$ cat src/rtl/pattern_scan_pkg.sv
// Shared state encoding for the pattern scan controller.
package pattern_scan_pkg;
   localparam logic [1:0] ST_IDLE = 2'd0;
   localparam logic [1:0] ST_ARM  = 2'd1;
   localparam logic [1:0] ST_RUN  = 2'd2;
   localparam logic [1:0] ST_DONE = 2'd3;
endpackage

$ cat src/rtl/pattern_window.sv
// Serial window: shift register, fill counter and pattern comparator.
// The match output is evaluated on the post-shift window, so it is
// valid in the same cycle as the accepted bit.
module pattern_window #(
   parameter int PAT_W = 4
) (
   input  logic             clk,
   input  logic             rst,
   input  logic             clr,
   input  logic             shift,
   input  logic             din,
   input  logic [PAT_W-1:0] pattern,
   input  logic             overlap,
   output logic             match
);
   localparam int FILL_W = $clog2(PAT_W + 1);
   localparam logic [FILL_W-1:0] FILL_MAX = FILL_W'(PAT_W);

   logic [PAT_W-1:0]  window, window_next;
   logic [FILL_W-1:0] fill, fill_next;

   // Next window/fill and match for the bit being offered this cycle
   always_comb begin
      window_next = {window[PAT_W-2:0], din};
      fill_next   = (fill == FILL_MAX) ? fill : fill + 1'b1;
      match       = shift && (fill_next == FILL_MAX) && (window_next == pattern);
   end

   // Window state; non-overlap mode restarts the fill after a hit
   always_ff @(posedge clk or negedge rst) begin
      if (!rst) begin
         window <= '0;
         fill   <= '0;
      end else if (clr) begin
         window <= '0;
         fill   <= '0;
      end else if (shift) begin
         window <= window_next;
         fill   <= (match && !overlap) ? '0 : fill_next;
      end
   end
endmodule

$ cat src/rtl/pattern_scan_ctrl.sv
// Start/done sequencer around pattern_window: latches config, pulls bits
// from a valid/ready source, counts matches up to a target.
module pattern_scan_ctrl
   import pattern_scan_pkg::*;
#(
   parameter int PAT_W = 4,
   parameter int CNT_W = 8
) (
   input  logic             clk,
   input  logic             rst,
   input  logic             start,
   input  logic             abort,
   input  logic [PAT_W-1:0] cfg_pattern,
   input  logic             cfg_overlap,
   input  logic [CNT_W-1:0] cfg_target,
   input  logic             ip_valid,
   input  logic             ip,
   output logic             ip_ready,
   output logic             busy,
   output logic             seq_det,
   output logic             done,
   output logic [CNT_W-1:0] match_cnt
);
   logic [1:0]       state;
   logic [PAT_W-1:0] pattern_q;
   logic             overlap_q;
   logic [CNT_W-1:0] target_q;
   logic             accept, match;
   logic [CNT_W-1:0] cnt_inc;

   // Handshake and status decoded straight from state; abort blocks the accept
   always_comb begin
      ip_ready = (state == ST_RUN);
      busy     = (state == ST_ARM) || (state == ST_RUN);
      accept   = ip_ready && ip_valid && !abort;
      cnt_inc  = match_cnt + 1'b1;
   end

   pattern_window #(.PAT_W(PAT_W)) u_window (
      .clk     (clk),
      .rst     (rst),
      .clr     (state == ST_ARM),
      .shift   (accept),
      .din     (ip),
      .pattern (pattern_q),
      .overlap (overlap_q),
      .match   (match)
   );

   // Controller FSM, config latch and match counter
   always_ff @(posedge clk or negedge rst) begin
      if (!rst) begin
         state     <= ST_IDLE;
         pattern_q <= '0;
         overlap_q <= 1'b0;
         target_q  <= '0;
         match_cnt <= '0;
      end else begin
         case (state)
            ST_IDLE: if (start) begin
               pattern_q <= cfg_pattern;
               overlap_q <= cfg_overlap;
               target_q  <= cfg_target;
               state     <= ST_ARM;
            end
            ST_ARM: begin
               match_cnt <= '0;
               state     <= (target_q == '0) ? ST_DONE : ST_RUN;
            end
            ST_RUN: begin
               if (abort) begin
                  state <= ST_IDLE;
               end else if (match) begin
                  match_cnt <= cnt_inc;
                  if (cnt_inc == target_q) state <= ST_DONE;
               end
            end
            ST_DONE: state <= ST_IDLE;
            default: state <= ST_IDLE;
         endcase
      end
   end

   // Registered pulses: seq_det follows the accepted bit, done follows DONE
   always_ff @(posedge clk or negedge rst) begin
      if (!rst) begin
         seq_det <= 1'b0;
         done    <= 1'b0;
      end else begin
         seq_det <= match;
         done    <= (state == ST_DONE);
      end
   end
endmodule

$ cat config.mk
export PLATFORM = sky130hd
export DESIGN_NAME = pattern_scan_ctrl
export DESIGN_NICKNAME = d
export VERILOG_FILES = /design/src/rtl/pattern_scan_pkg.sv /design/src/rtl/pattern_window.sv /design/src/rtl/pattern_scan_ctrl.sv
export SDC_FILE = /design/constraint.sdc
export NUM_CORES = 1
export LEC_CHECK = 0
export BUFFER_PORTS_ARGS = -buffer_cell sky130_fd_sc_hd__buf_2
export CAP_MARGIN = 20
export CORE_ASPECT_RATIO = 0.8
export CORE_MARGIN = 4
export CORE_UTILIZATION = 50
export DETAILED_ROUTE_END_ITERATION = 16
export PLACE_DENSITY = 0.75
export SLEW_MARGIN = 10
export SYNTH_ARGS = -nofsm -noshare
export SYNTH_HDL_FRONTEND = slang
export SYNTH_SLANG_ARGS = --single-unit
$ cat constraint.sdc
create_clock -name clk -period 2.23 [get_ports clk]
set_clock_uncertainty 0.15 [all_clocks]
set_input_delay 0.446 -clock clk [delete_from_list [all_inputs] [get_ports clk]]
set_output_delay 0.446 -clock clk [all_outputs]
set_load 0.01 [all_outputs]
# Word level (Yosys, flattened, before mapping)
# Index checks and enable logic that the tools add are counted.
dict set report word_totals {
  reg_bits 31
  inputBits 19
  wordCells 53
}
dict set report classes {
  addsub 2
  n_eq_ne 12
  mux 15
  reduce_logical 15
}
# operator n
set op_table {}
lappend op_table {{$mux 3} 6}
lappend op_table {{$mux 8} 2}
lappend op_table {{$pmux 8 s2} 1}
lappend op_table {{$add 8x1->8 const B} 1}
lappend op_table {{$eq 8x8->1} 1}
lappend op_table {{$logic_not 8->1} 1}
lappend op_table {{$mux 2} 4}
lappend op_table {{$pmux 2 s4} 1}
lappend op_table {{$eq 3x3->1 const B} 2}
lappend op_table {{$ne 3x2->1 const B} 2}
lappend op_table {{$reduce_and 3->1} 2}
lappend op_table {{$logic_and 1x1->1} 5}
lappend op_table {{$eq 2x2->1 const B} 2}
lappend op_table {{$eq 4x4->1} 1}
lappend op_table {{$ne 2x2->1 const B} 2}
lappend op_table {{$reduce_bool 2->1} 2}
lappend op_table {{$add 3x1->3 const B} 1}
lappend op_table {{$eq 2x1->1 const B} 1}
lappend op_table {{$logic_not 1->1} 2}
lappend op_table {{$logic_not 2->1} 1}
lappend op_table {{$ne 2x1->1 const B} 1}
lappend op_table {{$reduce_and 2->1} 1}
lappend op_table {{$logic_or 1x1->1} 1}
lappend op_table {{$mux 1} 1}

# Logic depth before layout (Yosys ltp)
# Gate-level depths: netlist of run 1.
dict set report logic_depth {
  depth_word 9
  depth_mapped 9
  depth_no_buf 7
}

# Cells and area by module
# From an unflattened synthesis of run 1, not the netlist that was laid out.
dict set report hier_totals {
  hier_cells 162
  area_unflattened_um2 1729.2
}
# module n_inst cells_each area_each_um2
set by_module_without_submodules {}
lappend by_module_without_submodules {pattern_scan_ctrl 1 123 1345.0}
lappend by_module_without_submodules {pattern_window 1 39 384.1}

# Worst setup path after synthesis of run 1
# Ideal clock, no wire load.
dict set report synth_path {
  kind {reg-to-reg}
  start {reg u_window.fill[0]}
  end {reg match_cnt[3]}
  setup_time_ns 0.121
  arrival_ns 2.140
  required_time_ns 1.959
  setup_slack_ns -0.181
  path_stages_with_launch 9
  path_buffers 1
  period_less_slack_ns 2.411
  cell_sequence {dfrtp_1 > inv_1 > ha_1 > nor4b_1 > a211oi_1 > nor4_1 > buf_2 > mux2_2 > a22o_1}
}
dict set report synth_via {
  elab_chain_len 7
  word_cells_on_any_way 8
}
# item line_no
set synth_rtl {}
lappend synth_rtl {{from (decl)} pattern_window.sv:20} ;# logic [FILL_W-1:0] fill, fill_next;
lappend synth_rtl {{from (signal assigned)} pattern_window.sv:39} ;# fill <= (match && !overlap) ? '0 : fill_next;
lappend synth_rtl {{$add 3x1->3 / $eq 3x3->1 (equally long branches)} pattern_window.sv:25} ;# fill_next = (fill == FILL_MAX) ? fill : fill + 1'b1;
lappend synth_rtl {{$mux 3 *} pattern_window.sv:25}
lappend synth_rtl {{$eq 3x3->1 *} pattern_window.sv:26} ;# match = shift && (fill_next == FILL_MAX) && (window_next == pattern);
lappend synth_rtl {{$logic_and 1x1->1 * (2 in a row)} pattern_window.sv:26}
lappend synth_rtl {{$ne 2x1->1 (no line) *} -}
lappend synth_rtl {{$reduce_and 3->1 (no line) *} -}
lappend synth_rtl {{to (signal assigned)} pattern_scan_ctrl.sv:74} ;# match_cnt <= cnt_inc;
lappend synth_rtl {{to (decl)} pattern_scan_ctrl.sv:22} ;# output logic [CNT_W-1:0] match_cnt
# Every way passes the cells marked *; elsewhere a longest branch is shown, timed or not.
# A chain may end at the register's enable or synchronous reset.

# Final worst setup path of run 1
dict set report layout_path {
  start {reg u_window.fill[1]}
  end {reg match_cnt[5]}
}
# Same word-level chain as after synthesis.

==> results.cfg, run 1 <==
[outcome]
status = finished clean

[timing]
max_slew_margin = 0.542
fmaxAchievable_mhz = 457
hold_viol_final = 0
drv_slew = 0
tightest_slew_ns = 0.687
setup_viol = 0
post-route-min-period_ns = 2.19
rsz0062_at_grt = true
hold_slack_ns = 0.0427
fin_crit_sh = 0.981

[setup_path]
critPathKind = reg -> reg
r2r-start = u_window.fill[1]
slowest_stage = dfrtp_1
critPathMaxStageDelay_ns = 0.40
critPathCaptureType = flip-flop
worst_setup_path_start_kind = flip-flop
arrival_ns = 2.26
crit_fanout = 8
path_cells = inv_2, ha_4, nor4b_4, a211oi_2, nor4_2, buf_4, buf_6, mux2i_1, a22o_1
crit_required_ns = 2.30
startpoint = u_window.fill[1]

[yosys]
syn_nets = 198
ys_async_sr_fraction = 1.00
synthTopCellsByCount = 31 x dfrtp_1, 19 x nand2_1, 15 x mux2_2
avgSynthCellArea_um2 = 10.3
syn_area_um2 = 1770
synth_edf_count = 0
syn_inst = 171
ys_top_cells_by_area = dfrtp_1 44%, mux2_2 9.5%, xnor2_1 5.9%
yosys_warnings = 0
synth_cell_type_count = 39
yosysTopAreaCell = dfrtp_1
synth_most_common_cell = dfrtp_1
ys_seq_elements = 31
synthFlopType = dfrtp_1
ys_seq_area_frac = 0.438
synth.top_cell.area_share = 0.438

[flow_run]
drv_cap = 0

[route]
wirelength_um = 3910
antenna_left = 0
via_count = 1485
drc = 0
wl_per_cell_um = 14.8
drt_iter0_drc = 108
viasPerCell = 5.65
first_pass_iters = 4

[cts]
cts-htree-levels = 2
clock_path_buffers = 2
worstSkewPairLatency_ns = 0.29
cts_tree = done
cts_inserted_buffers = 5
cts_root_buf = clkbuf_8
clock_sinks = 31
path_clk_slew_ns = 0.06

[floorplanning]
die_h_um = 61.2
num_io_pins = 31
initial_core_util = 0.517
coreArea_um2 = 3420
num_rows = 19
die_area_um2 = 4560
fp.dieW_um = 74.5

[finish]
multi_input_area_um2 = 993
layout.nets = 247
drive_gt1_frac = 0.348
final.fill_count = 289
fin_util = 0.646
n_antenna_cell = 0
seqCellArea_um2 = 776
final_cells = 263
syn2layout_area_growth_pct = 25.0

[power]
irDropWorstVdd_v = 0.000692
power_density_nw_per_um2 = 1020
p_leak_nw = 0.975

[grt]
grt-ovfl-total = 0
grt_use_total = 0.187
grt_pass1_vias = 1375
grt_pass1_wl_um = 6320
antenna_found_initial = 0
grt_start_max_net_pins = 32

[min_path]
hold_class = in -> async

[placed_design]
placed_cells = 250
dp_hpwl_um = 2860
place_congestion = 0.925
io_buffers = 30
-- final timing paths --
| path | to | slack, ns | cells past startpoint |
|---|---|---|---|
| min in group clk | overlap_q | 0.24 | 2 |
| max in group asynchronous | target_q[7] | 1.43 | 1 |
| worst max-delay path | match_cnt[5] | 0.04 | 9 |
| worst max register to register | match_cnt[5] | 0.04 | 9 |
| worst min-delay path | state[1] | 0.04 | 1 |
| worst min register to register | overlap_q | 0.38 | 1 |
-- worst max-delay path: cells and delay by family (launching register included) --
family                   cells  cell delay, ns
AO/OA/AOI/OAI                2            0.26
adder cells (fa/ha/maj)      1            0.25
buffers and inverters        3            0.39
flip-flops                   1            0.40
multiplexers                 1            0.22
AND/OR/NAND/NOR              2            0.44
-- flip-flops by register name, indices dropped and copies added, names as in the netlist --
name and flops:
pattern_q 4, state 2, overlap_q 1, u_window.fill 3, target_q 8, seq_det 1
done 1, match_cnt 8, u_window.window 3
-- what timing repair did --
item	in CTS	in global routing
pin swaps	1	0
gates resized for setup	3	1
cloned	0	0
buffers inserted	3	2
hold buffers	0	0
setup endpoints to repair	7	5
-- cell type report --
class                      instances  area share
tap                               42      0.0238
multi-input combinational        128       0.449
clock inverter                     1     0.00226
sequential                        31       0.351
timing repair buffer              47       0.127
clock buffer                       7      0.0345
inverter                           7      0.0119
-- cells in the final DEF (no fill, tap or decap), types with 3 or more instances in the layout --
cell type and n:
dfrtp_1 31, buf_2 30, nand2_1 19, buf_4 16, mux2_2 14, xnor2_1 12, nor2_1 7, ha_1 7
a21oi_1 6, mux2i_1 6, nor3_1 6, inv_1 5, nand3_1 5, clkbuf_8 5, o21ai_0 4, a22o_1 4
nand3b_1 3
-- where the power goes --
| group | internal, mW | switching [mW] |
|---|---|---|
| combinational | 0.481 | 0.467 |
| clock | 0.218 | 0.201 |
| sequential | 0.731 | 0.155 |
-- metal layers --
metal | share of wire | vias up | routed length [um] | global-route usage
met5 | 0 | - | 0 | 0
met2 | 0.44 | 61 | 1720 | 0.283
met4 | 0.018 | 0 | 72 | 0.0939
li1 | - | 711 | - | -
met1 | 0.46 | 705 | 1800 | 0.246
met3 | 0.081 | 8 | 316 | 0.0555
-- kinds of logic (layout without fill, tap and decap cells) --
| kind of cell | Yosys count | in the layout | synth area share |
|---|---|---|---|
| adder cells (fa/ha/maj) | 8 | 8 | 0.0566 |
| AO/OA/AOI/OAI | 28 | 28 | 0.111 |
| flip-flops | 31 | 31 | 0.438 |
| multiplexers | 21 | 21 | 0.129 |
| buffers and inverters | 12 | 62 | 0.0269 |
| AND/OR/NAND/NOR | 57 | 57 | 0.168 |
| XOR/XNOR | 14 | 14 | 0.0693 |
-- metrics by stage --
stage	TNS [ns]	power [mW]	instance area, um2	worst slack [ns]
detailed placement	-0.215	1.81	2070	-0.0660
global placement	0	1.75	2070	0.0128
global route	-0.0716	2.40	2210	-0.0273
floorplan	0	1.54	1790	0.0106
CTS	0	2.25	2190	0.0691
finish	0	2.25	2210	0.0414
No activity file was read; power rests on OpenSTA's default activity.
==> inputs of run 2 (changes only) <==
--- a/config.mk
+++ b/config.mk
@@ -7,7 +7,7 @@
 export LEC_CHECK = 0
 export BUFFER_PORTS_ARGS = -buffer_cell sky130_fd_sc_hd__buf_2
 export CAP_MARGIN = 20
-export CORE_ASPECT_RATIO = 0.8
+export CORE_ASPECT_RATIO = 0.6
 export CORE_MARGIN = 4
 export CORE_UTILIZATION = 50
 export DETAILED_ROUTE_END_ITERATION = 16
==> constraint.sdc (replaced) <==
create_clock -name clk -period 1.9 [get_ports clk]
set_clock_uncertainty 0.15 [all_clocks]
set_input_delay 0.38 -clock clk [delete_from_list [all_inputs] [get_ports clk]]
set_output_delay 0.38 -clock clk [all_outputs]
set_load 0.01 [all_outputs]
==> run 2 against run 1 <==
The flow now finishes with violations (negative hold slack, negative setup slack). Global-route usage rose by 3.1 points. Die area rose by 0.55%. Sequential cell count stayed put. Sequential share of layout area is 3.5 points lower. Critical path depth down 1. Clock-buffer cell count decreased by 1. Total power increased by 37%. Combinational power up 31%. Fmax increased by 1.4%. Clock power grew 84%. Sequential power grew 20%. Final cell count grew 7.6%. Critical endpoint is now match_cnt[3]. Largest cell class unchanged. Highest routed layer unchanged.
==> results.cfg, run 2 (synthesized netlist as in run 1, its figures left out) <==
[outcome]
status = finished, violations left
violations = negative hold slack, negative setup slack

[route]
via_count = 1585
first_pass_iters = 4
antenna_left = 0
wirelength_um = 4600
drt_iter0_drc = 109
wl_per_cell_um = 16.3
viasPerCell = 5.60
drc = 0

[grt]
grt_pass1_vias = 1582
grt-ovfl-total = 0
grt_pass1_wl_um = 7580
grt_start_max_net_pins = 32
grt_use_total = 0.218
antenna_found_initial = 0

[timing]
hold_slack_ns = -0.00561
tightest_slew_ns = 0.690
hold_viol_final = 20
setup_viol = 10
fmaxAchievable_mhz = 463
max_slew_margin = 0.540
post-route-min-period_ns = 2.16
rsz0062_at_grt = true
finalWorstSetupSlack_ns = -0.259
fin_crit_sh = 1.14
drv_slew = 0
finalSetupTns_ns = -1.80

[power]
power_density_nw_per_um2 = 1250
irDropWorstVdd_v = 0.000862
p_leak_nw = 1.10

[setup_path]
arrival_ns = 2.18
critPathKind = reg -> reg
critPathCaptureType = flip-flop
crit_fanout = 5
worst_setup_path_start_kind = flip-flop
crit_required_ns = 1.92

[cts]
cts_tree = done
path_clk_slew_ns = 0.07
worstSkewPairLatency_ns = 0.28
clock_path_buffers = 2
clock_sinks = 31
cts_hold_buffers = 0
cts_inserted_buffers = 5
cts_root_buf = clkbuf_8
cts-htree-levels = 2

[floorplanning]
num_io_pins = 31
fp.dieW_um = 84.8
num_rows = 16
die_area_um2 = 4590
initial_core_util = 0.532
die_h_um = 54.1
coreArea_um2 = 3320

[placed_design]
io_buffers = 30
dp_hpwl_um = 3430
dp_slack_ns = -0.396
placed_cell_area_um2 = 2220
placed_cells = 269
place_congestion = 0.833

[finish]
multi_input_area_um2 = 1060
fin_util = 0.741
syn2layout_area_growth_pct = 39.2
drive_gt1_frac = 0.445
n_antenna_cell = 0
final_cell_mix = 32 x buf_4, 30 x dfrtp_1, 30 x buf_2, 19 x nand2_1, 14 x mux2_2
final_common_cell = buf_4
reg_top3 = match_cnt x8, target_q x8, pattern_q x4
final.fill_count = 241
final_cells = 283
seqCellArea_um2 = 777
layout.nets = 264
design_area_um2 = 2460

[min_path]
hold_class = in -> async

[flow_run]
drv_cap = 0
-- run 2: final timing paths --
check	from	to	slack (ns)	cells after the start
max	u_window.fill[1]	match_cnt[3]	-0.26	8
min	rst	match_cnt[6]	-0.006	1
max reg2reg	u_window.fill[1]	match_cnt[3]	-0.26	8
min reg2reg	pattern_q[0]	pattern_q[0]	0.40	1
max in group asynchronous	rst	match_cnt[0]	1.13	1
min in group clk	cfg_overlap	overlap_q	0.18	2
-- run 2: power by group --
part | total (mW) | internal (mW) | switching, mW
clock network | 0.773 | 0.524 | 0.249
registers | 1.06 | 0.858 | 0.204
logic | 1.24 | 0.638 | 0.604
-- run 2: worst max-delay path: stages, from the launching register on --
cell and delay [ns]:
dfrtp_1 0.41, inv_2 0.08, ha_4 0.21, nor4b_4 0.28, a211oi_2 0.08, nor4_2 0.14, buf_4 0.18, mux2_4 0.30
a22o_1 0.20
-- run 2: routing by layer --
| layer | global-route usage | part of all wire |
|---|---|---|
| met2 | 0.365 | 0.47 |
| met3 | 0.0474 | 0.053 |
| met1 | 0.293 | 0.48 |
| met4 | 0.0553 | 0.0050 |
| met5 | 0 | 0 |
-- run 2: what timing repair did --
action                                  CTS  global route
cloned                                    0             0
endpoints found under the setup margin   11            13
buffers inserted                          4             2
pin swaps                                 5             3
resized for setup                         8             7
-- run 2: layout make-up --
class                   count  area share
inverters                   7      0.0107
clock buffers               6      0.0295
multi-input cells         128       0.429
flip-flops and latches     31       0.316
well taps                  45      0.0229
repair buffers             64       0.168
clock inverters             2      0.0244
-- run 2: stage by stage --
| stage | hold WS (ns) | power (mW) |
|---|---|---|
| floorplan | -0.0656 | 1.82 |
| global placement | 0.302 | 2.13 |
| detailed placement | 0.320 | 2.22 |
| CTS | 0.0171 | 3.03 |
| global route | 0.0403 | 3.27 |
| finish | -0.00561 | 3.08 |
==> inputs of run 3 (changes only) <==
--- a/config.mk
+++ b/config.mk
@@ -9,9 +9,11 @@
 export CAP_MARGIN = 20
 export CORE_ASPECT_RATIO = 0.6
 export CORE_MARGIN = 4
-export CORE_UTILIZATION = 50
+export CORE_UTILIZATION = 55
+export CTS_BUF_LIST = sky130_fd_sc_hd__clkbuf_8 sky130_fd_sc_hd__clkbuf_16
+export CTS_CLUSTER_DIAMETER = 60
 export DETAILED_ROUTE_END_ITERATION = 16
-export PLACE_DENSITY = 0.75
+export PLACE_DENSITY = 0.79
 export SLEW_MARGIN = 10
 export SYNTH_ARGS = -nofsm -noshare
 export SYNTH_HDL_FRONTEND = slang
==> constraint.sdc (replaced) <==
create_clock -name clk -period 2.3 [get_ports clk]
set_clock_uncertainty 0.15 [all_clocks]
set_input_delay 0.46 -clock clk [delete_from_list [all_inputs] [get_ports clk]]
set_output_delay 0.46 -clock clk [all_outputs]
set_load 0.01 [all_outputs]
==> run 3 against run 2 <==
Worst setup slack improved by 0.38 ns. First-iteration DRC count decreased by 17%. The flow now finishes without violations. Sequential cell count unchanged. Via count decreased by 7.2%. Critical path depth unchanged. Final cell count decreased by 8.8%. Die area decreased by 8.0%. Hold slack improved by 0.082 ns.
==> results.cfg, run 3 (synthesized netlist as in run 1, its figures left out) <==
[finish]
final_common_cell = dfrtp_1
n_antenna_cell = 0
syn2layout_area_growth_pct = 23.4
drive_gt1_frac = 0.333
final_cell_mix = 31 x dfrtp_1, 30 x buf_2, 19 x nand2_1, 15 x mux2_2
reg_top3 = match_cnt x8, target_q x8, pattern_q x4
layout.nets = 242
final_cells = 258

[floorplanning]
coreArea_um2 = 2970
num_io_pins = 31
initial_core_util = 0.597
num_rows = 15
die_area_um2 = 4220
fp.dieW_um = 81.2
die_h_um = 51.9

[timing]
drv_slew = 0
fin_crit_sh = 0.947
hold_viol_final = 0
rsz0062_at_grt = false
fmaxAchievable_mhz = 459
tightest_slew_ns = 0.716
post-route-min-period_ns = 2.18
setup_viol = 0
max_slew_margin = 0.523
finalWorstSetupSlack_ns = 0.123

[power]
p_leak_nw = 0.961
power_density_nw_per_um2 = 1070
power_mw = 2.33
irDropWorstVdd_v = 0.000726

[placed_design]
placed_cells = 247
dp_hpwl_um = 3080
io_buffers = 30
place_congestion = 0.902
dp_slack_ns = -0.00131

[cts]
clock_path_buffers = 2
worstSkewPairLatency_ns = 0.28
path_clk_slew_ns = 0.07
cts-htree-levels = 2
cts_inserted_buffers = 5
cts_tree = done
clock_sinks = 31
cts_root_buf = clkbuf_8

[setup_path]
r2r_end = match_cnt[3]
worst_setup_path_start_kind = flip-flop
r2r-start = u_window.fill[1]
endpoint = match_cnt[3]
startpoint = u_window.fill[1]
r2r_cells = 8
arrival_ns = 2.20
critPathCaptureType = flip-flop
rrSetupSlack_ns = 0.12
critPathKind = reg -> reg
crit_required_ns = 2.32
crit_fanout = 4

[route]
viasPerCell = 5.70
antenna_left = 0
wirelength_um = 4070
drt_iter0_drc = 90
drc = 0
via_count = 1471
wl_per_cell_um = 15.8
first_pass_iters = 4

[grt]
grt_pass1_wl_um = 6780
grt_use_total = 0.216
grt-ovfl-total = 0
grt_pass1_vias = 1473
grt_start_max_net_pins = 32
antenna_found_initial = 0

[flow_run]
drv_cap = 0

[min_path]
hold_class = in -> async

[outcome]
status = finished clean
## run 3: cell count changes in the layout (fill, tap and decap cells not counted), moves of 2 or more
cell     change
nor3b_2      -2
nor3b_1      +2
o21ai_0      +2
buf_6        -2
buf_4       -20
## run 3: worst max-delay path: stages, from the launching register on
cell and delay, ns:
dfrtp_1 0.41, inv_1 0.10, ha_4 0.21, nor4b_2 0.24, a211oi_1 0.10, nor4_2 0.14
buf_4 0.16, mux2_2 0.33, a22o_1 0.23
## run 3: area by class of cell
class                      instances  area (um2)
multi-input combinational        128         971
fill                             238         782
sequential                        31         776
timing repair buffer              42         240
clock buffer                       6        82.6
tap                               42        52.6
clock inverter                     2        35.0
inverter                           7        26.3
## run 3: worst min-delay path by stage
stage	start	endpoint	slack (ns)	depth (start not counted)
2_1_floorplan	rst	done	0.01	0
3_3_place_gp	overlap_q	overlap_q	0.36	1
3_5_place_dp	overlap_q	overlap_q	0.37	1
4_1_cts	rst	u_window.fill[1]	0.1	1
5_1_grt	rst	u_window.fill[1]	0.13	1
6_report	rst	u_window.fill[1]	0.08	1
## run 3: metal layers
layer  share of wire  track usage
met4          0.0079       0.0646
met1            0.47        0.283
met2            0.45        0.349
met3           0.073       0.0623
met5               0            0
## run 3: through the flow
stage	setup TNS (ns)	hold slack (ns)	util	cell area, um2
after floorplan	0	0.0144	-	1790
after CTS	0	0.0953	0.731	2170
final	0	0.0766	0.736	2180
after global placement	0	0.363	0.689	2040
after detailed placement	-0.00131	0.368	0.689	2040
after global routing	0	0.129	0.736	2180
## run 3: power by group
group / switching, mW / internal (mW)
Combinational: 0.452 / 0.452
Sequential: 0.163 / 0.708
Clock: 0.208 / 0.350
## run 3: repair_timing
item	4_1_cts	5_1_grt
endpoints found under the hold margin	0	0
gates resized for setup	0	1
pin swaps	0	2
setup buffers	1	2
hold buffers	0	0
endpoints found under the setup margin	1	6
